$ cat src/rtl/table_fsm_pkg.sv
// Shared types and default constants for the two-byte sequence transmitter FSM.
package table_fsm_pkg;

  localparam int unsigned DATA_W = 8;

  localparam logic [DATA_W-1:0] DEF_BYTE0 = 8'h0D;
  localparam logic [DATA_W-1:0] DEF_BYTE1 = 8'h0A;

  typedef enum logic [2:0] {
    st_init      = 3'd0,
    st_load0     = 3'd1,
    st_waitload0 = 3'd2,
    st_waitsend0 = 3'd3,
    st_load1     = 3'd4,
    st_waitload1 = 3'd5,
    st_waitsend1 = 3'd6,
    st_finish    = 3'd7
  } state_t;

endpackage

$ cat src/rtl/table_fsm.sv
// Sends BYTE0 then BYTE1 to a transmitter on each start request, pacing on txempty.
// Outputs are flops loaded from the decode of the next state, so they track state exactly.
module table_fsm
  import table_fsm_pkg::*;
#(
  parameter logic [DATA_W-1:0] BYTE0 = DEF_BYTE0,
  parameter logic [DATA_W-1:0] BYTE1 = DEF_BYTE1
) (
  input  logic              clk,
  input  logic              reset,
  input  logic              start,
  input  logic              txempty,
  output logic              done,
  output logic [DATA_W-1:0] txdata,
  output logic              ldtxdata
);

  state_t            state;
  state_t            state_nxt;
  logic              done_nxt;
  logic              ldtxdata_nxt;
  logic [DATA_W-1:0] txdata_nxt;

  // State and output registers
  always_ff @(posedge clk) begin
    if (reset) begin
      state    <= st_init;
      done     <= 1'b0;
      ldtxdata <= 1'b0;
      txdata   <= '0;
    end else begin
      state    <= state_nxt;
      done     <= done_nxt;
      ldtxdata <= ldtxdata_nxt;
      txdata   <= txdata_nxt;
    end
  end

  // Next-state logic, then output decode of the state being entered
  always_comb begin
    state_nxt    = state;
    done_nxt     = 1'b0;
    ldtxdata_nxt = 1'b0;
    txdata_nxt   = '0;

    case (state)
      st_init:      if (start) state_nxt = st_load0;
      st_load0:     state_nxt = st_waitload0;
      st_waitload0: state_nxt = st_waitsend0;
      st_waitsend0: if (txempty) state_nxt = st_load1;
      st_load1:     state_nxt = st_waitload1;
      st_waitload1: state_nxt = st_waitsend1;
      st_waitsend1: if (txempty) state_nxt = st_finish;
      st_finish:    state_nxt = st_init;
      default:      state_nxt = st_init;
    endcase

    case (state_nxt)
      st_load0: begin
        ldtxdata_nxt = 1'b1;
        txdata_nxt   = BYTE0;
      end
      st_waitload0, st_waitsend0: txdata_nxt = BYTE0;
      st_load1: begin
        ldtxdata_nxt = 1'b1;
        txdata_nxt   = BYTE1;
      end
      st_waitload1, st_waitsend1: txdata_nxt = BYTE1;
      st_finish:    done_nxt = 1'b1;
      default: begin
        done_nxt     = 1'b0;
        ldtxdata_nxt = 1'b0;
        txdata_nxt   = '0;
      end
    endcase
  end

endmodule

$ cat config.mk
export PLATFORM = sky130hd
export DESIGN_NAME = table_fsm
export DESIGN_NICKNAME = d
export VERILOG_FILES = /design/src/rtl/table_fsm_pkg.sv /design/src/rtl/table_fsm.sv
export SDC_FILE = /design/constraint.sdc
export NUM_CORES = 1
export LEC_CHECK = 0
export CAP_MARGIN = 20
export CORE_AREA = 2 2 39 41
export DETAILED_ROUTE_END_ITERATION = 8
export DIE_AREA = 0 0 41 43
export SYNTH_ARGS = -nofsm -noshare
export SYNTH_HDL_FRONTEND = slang
export SYNTH_SLANG_ARGS = --single-unit
$ cat constraint.sdc
create_clock -name clk -period 1.2 [get_ports clk]
set_clock_uncertainty 0.15 [all_clocks]
set_input_delay 0.18 -clock clk [delete_from_list [all_inputs] [get_ports clk]]
set_output_delay 0.18 -clock clk [all_outputs]
set_load 0.02 [all_outputs]
; ---- Word-level counts from Yosys, hierarchy flattened
; Cells that the tools add are included.
[word_totals]
register_bits = 13
elab_cells = 29
[classes]
eq_ne = 14
n_mux = 7
reduce_logical = 4
[op_table]
columns = op, count
row1 = "== test 3 bit, second input constant", 8
row2 = case mux 3 bit (8 select lines), 1
row3 = "== test 3 x 2 -> 1 bit, second input constant", 4
row4 = two-way mux 3 bit, 3
row5 = case mux 4 bit (2 select lines), 1
row6 = "== test 3 x 1 -> 1 bit, second input constant", 2
row7 = OR reduction 3 bit, 2
row8 = logical NOT 3 bit, 1
row9 = two-way mux 1 bit, 2
row10 = OR reduction 2 bit, 1

; ---- Logic depth before layout (Yosys ltp)
; Gate-level depths: netlist of the first run.
[logic_depth]
ltp_word = 5
mapped_depth = 3
depth_no_buf = 2

; ---- Worst setup path after synthesis of the first run
; No wires, ideal clock.
[synth_path]
kind = register to register
startpoint = register state[1]
endpoint = register ldtxdata
setup_ns = 0.066
t_arrival_ns = 0.910
required_ns = 0.984
path_slack_ns = 0.074
stages_incl_launch_ff = 4
n_path_buf = 1
cell_sequence = dfxtp_1 > buf_6 > or3b_4 > a21oi_2
[synth_via]
elab_chain_cells = 5
word_cells_on_any_way = 16
[synth_rtl]
columns = item, line
row1 = start: declaration, table_fsm.sv:18  ; state_t state;
row2 = start signal: assignment, table_fsm.sv:27  ; state <= st_init;
row3 = start signal: assignment, table_fsm.sv:32  ; state <= state_nxt;
row4 = == test 3 bit (tied with other cells), table_fsm.sv:46  ; case (state)
row5 = case mux 3 bit (8 select lines) (*), table_fsm.sv:46
row6 = == test 3 bit / == test 3 x 1 -> 1 bit (equally long branches), table_fsm.sv:58  ; case (state_nxt)
row7 = OR reduction 2 bit (no line) (*), -
row8 = two-way mux 1 bit (*), table_fsm.sv:58
row9 = end signal: assignment, table_fsm.sv:34  ; ldtxdata <= ldtxdata_nxt;
row10 = end: declaration, table_fsm.sv:15  ; output logic ldtxdata
; Mark *: on every way between the ends. The rest lies on a longest branch, timed or not.
; A chain may end at the register's enable or synchronous reset.

; ---- Worst setup path in the final report of the first run
[layout_path]
startpoint = input port start
endpoint = register ldtxdata
[layout_via]
elab_chain_cells = 5
word_cells_on_any_way = 6
[layout_rtl]
columns = item, line
row1 = start: declaration, table_fsm.sv:11  ; input logic start,
row2 = two-way mux 3 bit (*), table_fsm.sv:47  ; st_init: if (start) state_nxt = st_load0;
row3 = case mux 3 bit (8 select lines) (*), table_fsm.sv:46
row4 = == test 3 bit / == test 3 x 1 -> 1 bit (equally long branches), table_fsm.sv:58
row5 = OR reduction 2 bit (no line) (*), -
row6 = two-way mux 1 bit (*), table_fsm.sv:58
; Marks and branches as above.

==> qor.csv, run 1 <==
metric;value;unit
layout-drive-gt1-share;43.1;%
grt_pass1_vias;276;
grt_pass1_wl;1.12;mm
via_per_inst;4.60;
dieWidth;41;um
synthMuxAreaShare;0;%
seq_area_frac_synth;41.3;%
cts_buffers;3;
post-route-drc-count;0;
setup_ws;0.0477;ns
syn_area;388;um^2
clk_pin_slew;0.05;ns
synth_top_family_by_area;compound AO/OA/AOI/OAI gates;
syn_area_per_cell;10.2;um^2
die_h;43;um
synth_area_leaders;dfxtp_1 41%, buf_4 9.7%, buf_6 5.8%;
required;1.24;ns
gp_congestion;0.713;
synth-compound-area-share;22.9;%
fin_area;480;um^2
outcome;completed;
clock_latency;0.25;ns
synth-simple-area-share;19.4;%
num_vias;308;
busiest_layer;met1;
track_usage;10.1;%
port_buffers;9;
whs;0.395;ns
place_hpwl;511;um
dieArea;0.00176;mm^2
drt_iter0_drc;13;
cts_setup_buffers;0;
antenna_found_initial;0;
num_rows;14;
cts_root_buf;clkbuf_4;
overflow;0;
clock-sinks;8;
synth-adder-area-share;0;%
fin_cells;67;
core;0.00138;mm^2
end_kind;flip-flop;
async_flop_share;0;%
cts_tree;built;
powerDensity;1330;mW/mm^2
synth_edf_count;0;
holdBufCountCts;0;
synth-warning-count;0;
h-tree-depth;1;
detailedPlace.worstSlack;-0.216;ns
finalMaxSlewViolations;0;
finalHoldViolCount;0;
power_leakage;0.213;nW
dr.pass1.iters;4;
synth_top_cell_by_area;dfxtp_1;
clock_path_buffers;2;
postRouteAntennaNets;0;
syn2layout_area_growth;23.9;%
drt_wl_total;676;um
register_area;161;um^2
maxCapViolCount;0;
met1_usage;12.6;%
crit_type;in2reg;
max_freq;868;MHz
use_met2;12.5;%
yosysMostFrequentCell;dfxtp_1;
path_max_fanout;3;
crit_path_start_kind;input pin;
postSynthCellCount;38;
fill_cells;153;
dp.cells;64;
yosysTopAreaCellShare;41.3;%
ys_seq_elements;8;
multi_input_area;179;um^2
wl_per_cell;10.1;um
start_util;28.0;%
fin_crit;1.15;ns
placed_area;487;um^2
ys_types;23;
fin_crit_sh;96.0;%
synth_commonest_cells;8 x dfxtp_1, 5 x buf_4;
synth_xor_area_share;0;%
ioPinCount;14;
hp-class;reg2reg;
synth_flop_cell;dfxtp_1;
finalNetCount;57;
grt_use_met3;4.71;%
critical_path_arrival;1.19;ns
n_antenna_cell;0;
rsz0062_at_grt;no;
grt_max_degree;11;
setup_viol_count_final;0;
ir_drop;0.427;mV
==> logic make-up after synthesis <==
logic type	count (synthesis)
DFF	8
and+or+nand+nor	12
buffers and inverters	7
other	1
AOI/OAI and AO/OA	10
==> critical path, cell delays in order <==
cell             delay [ns]
clkdlybuf4s50_1        0.50
or3b_4                 0.39
a21oi_2                0.13
==> placed cells by master (no fill, tap or decap), types with 2 or more instances in the layout <==
cell,synthesis,routed
a21oi_1,2,2
nor2_1,2,2
buf_2,0,2
clkbuf_4,0,3
clkdlybuf4s50_1,0,3
nor3_1,2,2
buf_4,5,5
clkbuf_2,0,4
dfxtp_1,8,7
conb_1,1,4
==> power by group <==
part | switching [W] | leakage [nW] | internal, W
logic | 0.0000694 | 0.134 | 0.0000601
registers | 0.0000174 | 0.0662 | 0.000286
clock network | 0.0000906 | 0.0138 | 0.000114
total | 0.000177 | 0.213 | 0.000460
==> timing repair <==
| item | in CTS | in global routing |
|---|---|---|
| setup endpoints to repair | 6 | 10 |
| resized for setup | 14 | 7 |
| endpoints found under the hold margin | 0 | 0 |
==> area by class of cell <==
class	instances	share of cell area [%]
well taps	16	4.17
flip-flops and latches	8	33.6
repair buffers	14	20.3
clock buffers	3	4.69
multi-input cells	26	37.2
==> sequential cells by signal, indices dropped and copies added (netlist names) <==
signal	count
done	1
ldtxdata	1
state	3
txdata	3
==> metrics by stage <==
| stage | power [W] | util (%) | setup TNS [ns] |
|---|---|---|---|
| after floorplan | 0.000414 | - | 0 |
| after global placement | 0.000451 | 35.2 | -1.18 |
| after detailed placement | 0.000451 | 35.2 | -1.22 |
| after CTS | 0.000652 | 37.0 | 0 |
| after global routing | 0.000677 | 34.7 | 0 |
| final | 0.000638 | 34.7 | 0 |
==> metal layers <==
| metal | share of wire [%] | vias to the layer above |
|---|---|---|
| li1 | - | 156 |
| met1 | 46 | 139 |
| met2 | 44 | 11 |
| met3 | 8.6 | 2 |
| met4 | 1.5 | 0 |
| met5 | 0 | - |
==> path summary, 6_finish.rpt <==
| check | slack [ns] | startpoint | to | depth (start not counted) |
|---|---|---|---|---|
| worst max register to register | 0.08 | state[2] | txdata[2] | 2 |
| worst min-delay path | 0.40 | state[2] | done | 2 |
| worst min register to register | 0.40 | state[2] | done | 2 |
| worst max-delay path | 0.05 | start | ldtxdata | 3 |
No activity file was read; power rests on OpenSTA's default activity.
==> run 2, diff against run 1 <==
- clock period: 1.2 -> 1.3 ns (I/O delays scaled with it)
==> run 2 against run 1 <==
Net effect: register-to-register slack hardly changed; cell count is 3.0% lower; final area is 1.8% higher; flip-flop and latch count is the same; sequential share of layout area is 0.86 points lower; critical path depth down 2; die area stayed put; first-iteration DRC count fell by 69%; total power fell by 8.4%; count of clock-buffer cells in the layout unchanged; clock power down 9%; hold slack gained 0.062 ns.
==> qor.csv, run 2 (synthesized netlist as in run 1, its figures left out) <==
metric;value;unit
crit_type;reg2out;
grt_max_degree;12;
gp_congestion;0.722;
layout-drive-gt1-share;26.5;%
clock_path_buffers;2;
via_per_inst;4.40;
min_to;done;
cp_slowest_stage_delay;0.33;ns
maxCapViolCount;0;
post-route-util;35.4;%
grt_pass1_vias;276;
r2r_slack;0.08;ns
grt_pass1_wl;1.10;mm
cp_num_cells;1;
finalMaxSlewViolations;0;
place_hpwl;497;um
power_leakage;0.214;nW
n_antenna_cell;0;
num_rows;14;
setup_tns;0;ns
crit_family;buffers and inverters;
h-tree-depth;1;
finalNetCount;55;
fin_cells;65;
required;0.95;ns
top_regs;state: 3 flops, txdata: 3 flops;
ioPinCount;14;
postRouteAntennaNets;0;
critical_path_arrival;0.89;ns
clock-sinks;8;
post-route-drc-count;0;
path_max_fanout;1;
r2r_start;state[0];
register_area;160;um^2
fin_crit_sh;94.8;%
drt_wl_total;681;um
worstHoldStart;state[2];
fin_crit;1.23;ns
regToRegEndpoint;state[0];
ir_drop;0.424;mV
max_freq;812;MHz
dr.pass1.iters;4;
end_kind;primary output;
slowest_stage;dlygate4sd2_1;
min_path_cells;2;
rsz0062_at_grt;no;
num_vias;286;
cts_buffers;3;
crit_buf_inv;1;
layout_commonest_cell;dfxtp_1;
hp-class;reg2reg;
drt_iter0_drc;4;
dieWidth;41;um
start_util;28.0;%
clock_latency;0.25;ns
outcome;completed;
dp.cells;62;
cts_tree;built;
antenna_found_initial;0;
powerDensity;1190;mW/mm^2
r2r_cells;2;
dieArea;0.00176;mm^2
multi_input_area;179;um^2
core;0.00138;mm^2
mostFrequentLayoutCells;8 x dfxtp_1, 4 x conb_1, 4 x dlygate4sd2_1;
setup_viol_count_final;0;
cp_cell_sequence;dlygate4sd2_1;
finalHoldViolCount;0;
syn2layout_area_growth;26.1;%
cts_root_buf;clkbuf_4;
cts_setup_buffers;0;
port_buffers;9;
die_h;43;um
fill_cells;140;
clk_pin_slew;0.05;ns
crit_path_start_kind;flip-flop;
wl_per_cell;10.5;um
track_usage;9.66;%
overflow;0;
==> run 2: cell types whose count changed in the layout (fill, tap and decap cells not counted) <==
cell,before,now
clkbuf_2,4,0
dlygate4sd2_1,0,4
buf_2,2,0
buf_4,5,3
clkdlybuf4s15_1,0,2
dfxtp_1,7,8
dfxtp_2,1,0
==> run 2: area by class of cell <==
class	count	share of cell area, %
Clock buffer	3	4.60
Multi-Input combinational cell	26	36.6
Sequential cell	8	32.7
Tap cell	16	4.09
Timing Repair Buffer	12	22.0
==> run 2: power by group <==
group          switching, W  internal, W  leakage, nW  total [W]
Sequential        0.0000228     0.000263       0.0658   0.000286
Clock             0.0000815     0.000105       0.0138   0.000187
Combinational     0.0000563    0.0000552        0.135   0.000112
==> run 2: worst max path at each step <==
stage	from	to	slack [ns]
CTS	txdata[2]	txdata[0]	0.05
global route	state[0]	state[0]	0.008
global placement	start	ldtxdata	-0.11
finish	done	done	0.07
floorplan	state[1]	ldtxdata	0.17
detailed placement	start	ldtxdata	-0.14
==> run 2: repair_timing <==
item	4_1_cts	5_1_grt
pin swaps	0	0
endpoints found under the hold margin	0	0
setup endpoints to repair	6	1
gates resized for setup	6	2
hold buffers	0	0
==> run 2: worst reg2reg max path, delay by kind of cell (launching register included) <==
kind	cells	cell delay, ns
AOI/OAI and AO/OA	2	0.45
DFF	1	0.52
==> run 2: per-layer routing <==
metal | share of wire, % | global-route usage, % | vias to the layer above | routed length, um
met2 | 45 | 13.4 | 9 | 304
met1 | 48 | 11.3 | 125 | 328
met5 | 0 | 0 | - | 0
li1 | - | - | 152 | -
met4 | 0 | 6.00 | 0 | 0
met3 | 7.0 | 4.71 | 0 | 48
==> run 2: stage by stage <==
step	setup WS [ns]	hold slack [ns]	instance area, um^2	total power [W]
2_1_floorplan	0.174	0.111	399	0.000383
3_3_place_gp	-0.112	0.439	472	0.000411
3_5_place_dp	-0.138	0.433	472	0.000410
4_1_cts	0.0457	0.444	487	0.000596
5_1_grt	0.00839	0.491	489	0.000629
6_report	0.0680	0.457	489	0.000584
==> run 3, diff against run 2 <==
- clock period: 1.3 -> 1.2 ns (I/O delays scaled with it)
==> results of run 3 <==
No change in the layout: final DEF, timing and power equal those of run 1.
